`src/rtl/bcd_updown_counter.sv`:
```
// Multi-digit BCD up/down counter with ripple carry/borrow, validated parallel load,
// synchronous clear and selectable wrap or saturate behaviour at the range ends.
module bcd_updown_counter #(
   parameter int DIGITS = 4,
   parameter bit WRAP   = 1'b1
) (
   input  logic                  clk_i,
   input  logic                  rst_i,
   input  logic                  clr_i,
   input  logic                  load_i,
   input  logic [4*DIGITS-1:0]   load_val_i,
   input  logic                  ena_i,
   input  logic                  up_i,
   output logic [4*DIGITS-1:0]   cnt_o,
   output logic                  carry_o,
   output logic                  tc_o,
   output logic                  load_err_o
);

   logic [4*DIGITS-1:0] cnt_reg;
   logic [4*DIGITS-1:0] cnt_step;
   logic                carry_reg;
   logic                load_err_reg;
   logic [DIGITS-1:0]   is9;
   logic [DIGITS-1:0]   is0;
   logic [DIGITS-1:0]   nibble_ok;
   logic                all9;
   logic                all0;
   logic                load_ok;

   genvar gi;
   generate
      for (gi = 0; gi < DIGITS; gi++) begin : g_digit
         assign is9[gi]       = (cnt_reg[4*gi +: 4] == 4'd9);
         assign is0[gi]       = (cnt_reg[4*gi +: 4] == 4'd0);
         assign nibble_ok[gi] = (load_val_i[4*gi +: 4] <= 4'd9);
      end
   endgenerate

   assign load_ok = &nibble_ok;

   // Ripple chain: a digit steps only while every lower digit is at its end value.
   // After the loop all9/all0 cover the whole count and double as terminal count.
   always_comb begin
      cnt_step = cnt_reg;
      all9     = 1'b1;
      all0     = 1'b1;
      for (int k = 0; k < DIGITS; k++) begin
         if (up_i) begin
            if (all9) begin
               cnt_step[4*k +: 4] = is9[k] ? 4'd0 : cnt_reg[4*k +: 4] + 4'd1;
            end
         end else begin
            if (all0) begin
               cnt_step[4*k +: 4] = is0[k] ? 4'd9 : cnt_reg[4*k +: 4] - 4'd1;
            end
         end
         all9 = all9 & is9[k];
         all0 = all0 & is0[k];
      end
   end

   assign tc_o = up_i ? all9 : all0;

   always_ff @(posedge clk_i or posedge rst_i) begin
      if (rst_i) begin
         cnt_reg      <= '0;
         carry_reg    <= 1'b0;
         load_err_reg <= 1'b0;
      end else begin
         carry_reg    <= 1'b0;
         load_err_reg <= 1'b0;
         if (clr_i) begin
            cnt_reg <= '0;
         end else if (load_i) begin
            if (load_ok) begin
               cnt_reg <= load_val_i;
            end else begin
               load_err_reg <= 1'b1;
            end
         end else if (ena_i) begin
            // The stepped value already wraps naturally; saturation just suppresses it.
            if (tc_o) begin
               carry_reg <= 1'b1;
               if (WRAP) begin
                  cnt_reg <= cnt_step;
               end
            end else begin
               cnt_reg <= cnt_step;
            end
         end
      end
   end

   assign cnt_o      = cnt_reg;
   assign carry_o    = carry_reg;
   assign load_err_o = load_err_reg;

endmodule

```
`config.mk`:
```
export PLATFORM = sky130hd
export DESIGN_NAME = bcd_updown_counter
export DESIGN_NICKNAME = d
export VERILOG_FILES = /design/src/rtl/bcd_updown_counter.sv
export SDC_FILE = /design/constraint.sdc
export NUM_CORES = 1
export LEC_CHECK = 0
export ABC_CLOCK_PERIOD_IN_PS = 1600
export CORE_MARGIN = 5
export CORE_UTILIZATION = 46
export DETAILED_ROUTE_END_ITERATION = 8
export MAX_ROUTING_LAYER = met4
export PLACE_DENSITY = 0.84
export SYNTH_ARGS = -nofsm -noshare
export SYNTH_HDL_FRONTEND = slang
export SYNTH_SLANG_ARGS = --single-unit
```
`constraint.sdc`:
```
create_clock -name clk_i -period 1.6 [get_ports clk_i]
set_input_delay 0.32 -clock clk_i [delete_from_list [all_inputs] [get_ports clk_i]]
set_output_delay 0.32 -clock clk_i [all_outputs]
set_load 0.02 [all_outputs]
```
==> results of run 1 <==
[path summary, 6_finish.rpt]
| check | slack [ns] | cells after the start | endpoint | startpoint |
|---|---|---|---|---|
| max in group asynchronous | 0.98 | 3 | cnt_o[1] | rst_i |
| min in group clk_i | 0.48 | 2 | carry_o | ena_i |
| worst min-delay path | 0.37 | 3 | cnt_o[8] | rst_i |
| worst min register to register | 0.68 | 2 | carry_o | cnt_o[14] |
| worst max register to register | -0.39 | 8 | cnt_o[4] | cnt_o[3] |
| worst max-delay path | -0.76 | 5 | tc_o | cnt_o[9] |
[logic make-up after synthesis]
kind of cell / Yosys count / synth area share [%]
XOR/XNOR: 6 / 2.92
multiplexers: 11 / 6.68
buffers and inverters: 40 / 12.0
AO/OA/AOI/OAI: 68 / 27.3
AND/OR/NAND/NOR: 82 / 26.0
flip-flops: 18 / 25.0
[stage by stage]
stage	cell area, um2	setup slack (ns)
final	2740	-0.765
after global routing	2740	-0.783
after CTS	2620	-0.612
after detailed placement	2440	-1.15
after global placement	2440	-1.12
after floorplan	1870	-0.392
[cells in the mapped netlist, types with 3 or more instances]
| master | number |
|---|---|
| nand3_1 | 6 |
| nand2_1 | 20 |
| nand3b_1 | 3 |
| nor2b_1 | 10 |
| buf_2 | 8 |
| a21oi_1 | 15 |
| mux2i_1 | 3 |
| clkbuf_1 | 8 |
| a311o_1 | 3 |
| nor2_1 | 15 |
| buf_4 | 7 |
| buf_6 | 4 |
| mux2_2 | 8 |
| o211ai_1 | 3 |
| a221oi_1 | 3 |
| xnor2_1 | 4 |
| inv_1 | 13 |
| dfrtp_1 | 18 |
| nor3_1 | 6 |
| nand4b_1 | 3 |
| o21ai_0 | 19 |
| o22ai_1 | 3 |
[layout make-up]
cell class              instances  area [um2]  share of cell area (%)
clock buffers                   4        55.1                    2.01
inverters                      13        48.8                    1.78
multi-input cells             167        1300                    47.2
flip-flops and latches         18         460                    16.8
well taps                      48        60.1                    2.19
repair buffers                 93         823                    30.0
[power by group through the flow]
| stage | combinational (uW) | sequential, uW | clock [uW] |
|---|---|---|---|
| after CTS | 1080 | 588 | 381 |
| after floorplan | 634 | 662 | 0 |
| after global routing | 1330 | 602 | 432 |
| final | 1250 | 597 | 401 |
| after global placement | 1050 | 587 | 0 |
| after detailed placement | 1070 | 592 | 0 |
[registers in the layout, summed over array words and instances (netlist names)]
name,flops
carry_o,1
cnt_o,16
load_err_o,1
[routing by layer]
layer	routed length [um]	vias to the layer above	track usage [%]
met3	501	24	3.46
met5	0	-	-
met1	2520	1011	28.7
met2	3210	112	36.9
li1	-	949	-
met4	272	0	9.84
[worst reg2reg max path: stages (launching register included)]
cell and delay [ns]:
dfrtp_2 0.43, buf_6 0.14, buf_6 0.11, buf_6 0.11, or3_4 0.37, nand2_4 0.07
a221oi_4 0.07, or4_4 0.46, o211ai_1 0.13
[timing repair]
item,4_1_cts,5_1_grt
hold buffers,0,0
buffers inserted,36,10
setup endpoints to repair,34,17
pin swaps,9,17
gates resized for setup,65,39
==> out/qor.csv, run 1 <==
metric,value,unit
outcome,"finished, violations left",
violations,negative setup slack,
nNetsFinal,318,
fin_ws,-0.765,ns
clock_path_buffers,2,
crit_required,1.28,ns
grt_usage,23.0,%
dp.cells,325,
synthCells,225,
worst-setup-path-type,flop to output pin,
p_int,1340,uW
synth_edf_count,0,
power.total,2250,uW
rows,22,
die_area,5260,um2
grt_setup_unrepaired,true,
dr.pass1.iters,4,
die_w,72.5,um
clock.fmax,423,MHz
syn_nets,247,
boundaryPins,41,
numPortBuffers,40,
postSynth.asyncResetShare,100,%
ys_ff_latch,18,
slew_violations,0,
holdCritPathClass,input port to async pin,
gr-total-overflow,0,
cap_viol_max_count,0,
slowest_delay,0.44,ns
clk_pin_slew,0.08,ns
drive_gt1_share,36.9,%
synth_top_cell_by_area,dfrtp_1,
critical_path.cell_chain,"nor4_4, nand4_1, or3_4, a211oi_4, buf_6",
skew,0.0108,ns
worst_pin_slew,0.378,ns
vias_per_cell,6.11,
cts_tree,done,
htree_levels,1,
final_common_cell,buf_4,
clock_latency,0.27,ns
num_vias,2096,
place_congestion,0.852,
root_buffer,clkbuf_8,
seqPwrFrac,26.6,%
first_global_vias,1882,
p_leak,0.00124,uW
clock_power_share,17.8,%
synth_top_area_share,25.0,%
setup_tns,-4.00,ns
critPathBufInv,1,
max_slew_margin,74.8,%
ys_types,58,
cp_max_fo,2,
final_core_util,73.8,%
final-hold-violation-count,0,
arrival,2.04,ns
area_delta_synth_final,52.5,%
worst_ir_drop_vdd,408,uV
initial_utilization,48.4,%
swShare,40.2,%
fin_crit_sh,148,%
diodes,0,
yosysSeqAreaShare,25.0,%
core_area,3720,um2
wl_per_cell,19.0,um
n_fill_cell,248,
synth_warnings,0,
synth.top_cells.by_area,"dfrtp_1 (25%), o21ai_0 (5.3%), mux2_2 (5.0%)",
grt_max_degree,33,
path_delay_family,simple AND/OR/NAND/NOR gates,
drc,0,
dp_hpwl,3.63,mm
finalSetupViolCount,16,
cts_buffers,3,
powerDensity,819,nW/um2
holdWs,0.373,ns
syn-cell-area,1800,um2
final_cells,343,
grt_pass1_wl,9.37,mm
synthFlopType,dfrtp_1,
wl,6.50,mm
antenna_found_initial,0,
avgSynthCellArea,8.00,um2
final.min_clock_period,2.36,ns
worst_setup_path_start_kind,flop,
final_cell_mix,"buf_4 (36), dlygate4sd2_1 (30), nand2_1 (16), buf_6 (16), a21oi_1 (14)",
p_switching,904,uW
crit_path_end_kind,output pin,
comb_power_share,55.6,%
drt_iter0_markers,237,
die_y,72.5,um
cp_slowest_cell,dfrtp_2,
antenna_left,0,
cts.sinks,18,
(Power assumes the default switching activity.)
==> inputs of run 2 (changes only) <==
CORE_UTILIZATION = 47   (was 46)
CTS_BUF_LIST = sky130_fd_sc_hd__clkbuf_4   (was default)
PLACE_DENSITY = 0.86   (was 0.84)
==> out/qor.csv, run 2 (synthesized netlist as in run 1, its figures left out) <==
metric,value,unit,change
grt_setup_unrepaired,true,,unchanged
clock.fmax,437,MHz,was 423 MHz
final-hold-violation-count,0,,unchanged
place_congestion,0.838,,was 0.852
final_cells,342,,was 343
wl_per_cell,17.4,um,was 19.0 um
area_delta_synth_final,52.2,%,was 52.5%
worst_setup_path_start_kind,flop,,unchanged
clock_path_buffers,2,,unchanged
crit_required,1.28,ns,about the same
gr-total-overflow,0,,unchanged
diodes,0,,unchanged
num_vias,2006,,was 2096
fin_ws,-0.687,ns,was -0.765 ns
powerDensity,761,nW/um2,was 819 nW/um2
worst_pin_slew,0.282,ns,was 0.378 ns
wl,5.95,mm,was 6.50 mm
nNetsFinal,318,,unchanged
vias_per_cell,5.87,,was 6.11
die_y,71.9,um,was 72.5 um
outcome,"finished, violations left",,unchanged
final_core_util,74.2,%,was 73.8%
final_cell_mix,"buf_4 (36), dlygate4sd2_1 (19), nand2_1 (16), buf_6 (16), a21oi_1 (14)",,"was buf_4 (36), dlygate4sd2_1 (30), nand2_1 (16), buf_6 (16), a21oi_1 (14)"
skew,0.0122,ns,was 0.0108 ns
final_common_cell,buf_4,,unchanged
dp_hpwl,3.58,mm,was 3.63 mm
die_w,71.9,um,was 72.5 um
first_global_vias,1766,,was 1882
grt_usage,21.3,%,was 23.0%
drc,0,,unchanged
numPortBuffers,40,,unchanged
dp_worst_setup_slack,-1.15,ns,about the same
root_buffer,clkbuf_4,,was clkbuf_8
die_area,5170,um2,was 5260 um2
worst_ir_drop_vdd,364,uV,was 408 uV
cts.sinks,18,,unchanged
cts_buffers,3,,unchanged
dp.cells,324,,was 325
grt_pass1_wl,8.50,mm,was 9.37 mm
final.min_clock_period,2.29,ns,was 2.36 ns
fin_crit_sh,143,%,was 148%
antenna_left,0,,unchanged
met1Wirelength,2.37,mm,was 2.52 mm
largest_reg_flops,16,,unchanged
clk_pin_slew,0.11,ns,was 0.08 ns
worst-setup-path-type,flop to output pin,,unchanged
violations,negative setup slack,,unchanged
finalSetupViolCount,15,,was 16
cts_tree,done,,unchanged
crit_path_end_kind,output pin,,unchanged
clock_latency,0.31,ns,was 0.27 ns
arrival,1.97,ns,was 2.04 ns
dr_wl_met3,364,um,was 501 um
htree_levels,1,,unchanged
routed.top_layer,met4,,unchanged
rows,22,,unchanged
drive_gt1_share,38.4,%,was 36.9%
cap_viol_max_count,0,,unchanged
grt_max_degree,19,,was 33
dr.pass1.iters,4,,unchanged
power.total,2080,uW,was 2250 uW
slew_violations,0,,unchanged
p_leak,0.00124,uW,about the same
drt_iter0_markers,208,,was 237
boundaryPins,41,,unchanged
core_area,3690,um2,was 3720 um2
antenna_found_initial,0,,unchanged
met2_length,3.06,mm,was 3.21 mm
postCtsHoldBufs,0,,unchanged
design_area,2740,um2,about the same
dpl_cell_area,2430,um2,was 2440 um2
holdCritPathClass,input port to async pin,,unchanged
initial_utilization,48.8,%,was 48.4%
max_slew_margin,81.2,%,was 74.8%
cp_max_fo,2,,unchanged
run 2: cell types whose count changed in the layout (fill, tap and decap cells not counted), sizes merged:
cell and delta:
dlygate4sd2 -11, clkdlybuf4s50 +1, dlymetal6s2s +1, bufbuf +1
clkdlybuf4s15 +5, buf +2
run 2: worst max-delay path, stage by stage, from the launching register on:
cell and delay (ns):
dfrtp_2 0.44, nor4_4 0.30, nand4_1 0.16, or3_4 0.38
a211oi_4 0.24, buf_6 0.15
run 2: final timing paths:
| check | startpoint | to | slack (ns) | depth (start not counted) |
|---|---|---|---|---|
| min in group clk_i | load_val_i[7] | cnt_o[7] | 0.55 | 4 |
| hold reg to reg | cnt_o[6] | cnt_o[6] | 0.70 | 3 |
| setup reg to reg | cnt_o[3] | cnt_o[4] | -0.34 | 8 |
| max in group asynchronous | rst_i | cnt_o[2] | 1.03 | 3 |
| setup / recovery | cnt_o[9] | tc_o | -0.69 | 5 |
| hold / removal | rst_i | cnt_o[4] | 0.32 | 3 |
run 2: metal layers:
layer	track usage, %	vias to the layer above
met5	-	-
met2	32.1	89
met3	3.23	19
met4	11.3	0
met1	27.4	953
li1	-	945
run 2: cell type report:
cell class,instances,area (um2)
multi-input cells,167,1300
fillers,265,951
repair buffers,93,842
flip-flops and latches,18,460
well taps,48,60.1
inverters,13,48.8
clock buffers,3,22.5
run 2: report_power, final:
part / switching, uW / internal, uW / total (uW)
logic: 633 / 613 / 1250
registers: 70.5 / 524 / 595
clock network: 154 / 88.1 / 243
run 2: timing repair:
action                     4_1_cts  5_1_grt
setup endpoints to repair       34       23
gates cloned                     1        0
gates resized for setup         66       48
pin swaps                       14       15
buffers inserted                 6        8
run 2: per-stage QoR:
stage	TNS, ns	hold WS (ns)
2_1_floorplan	-1.90	0.258
5_1_grt	-3.64	0.371
4_1_cts	-1.82	0.335
3_3_place_gp	-10.41	0.608
6_report	-2.95	0.322
3_5_place_dp	-10.92	0.622
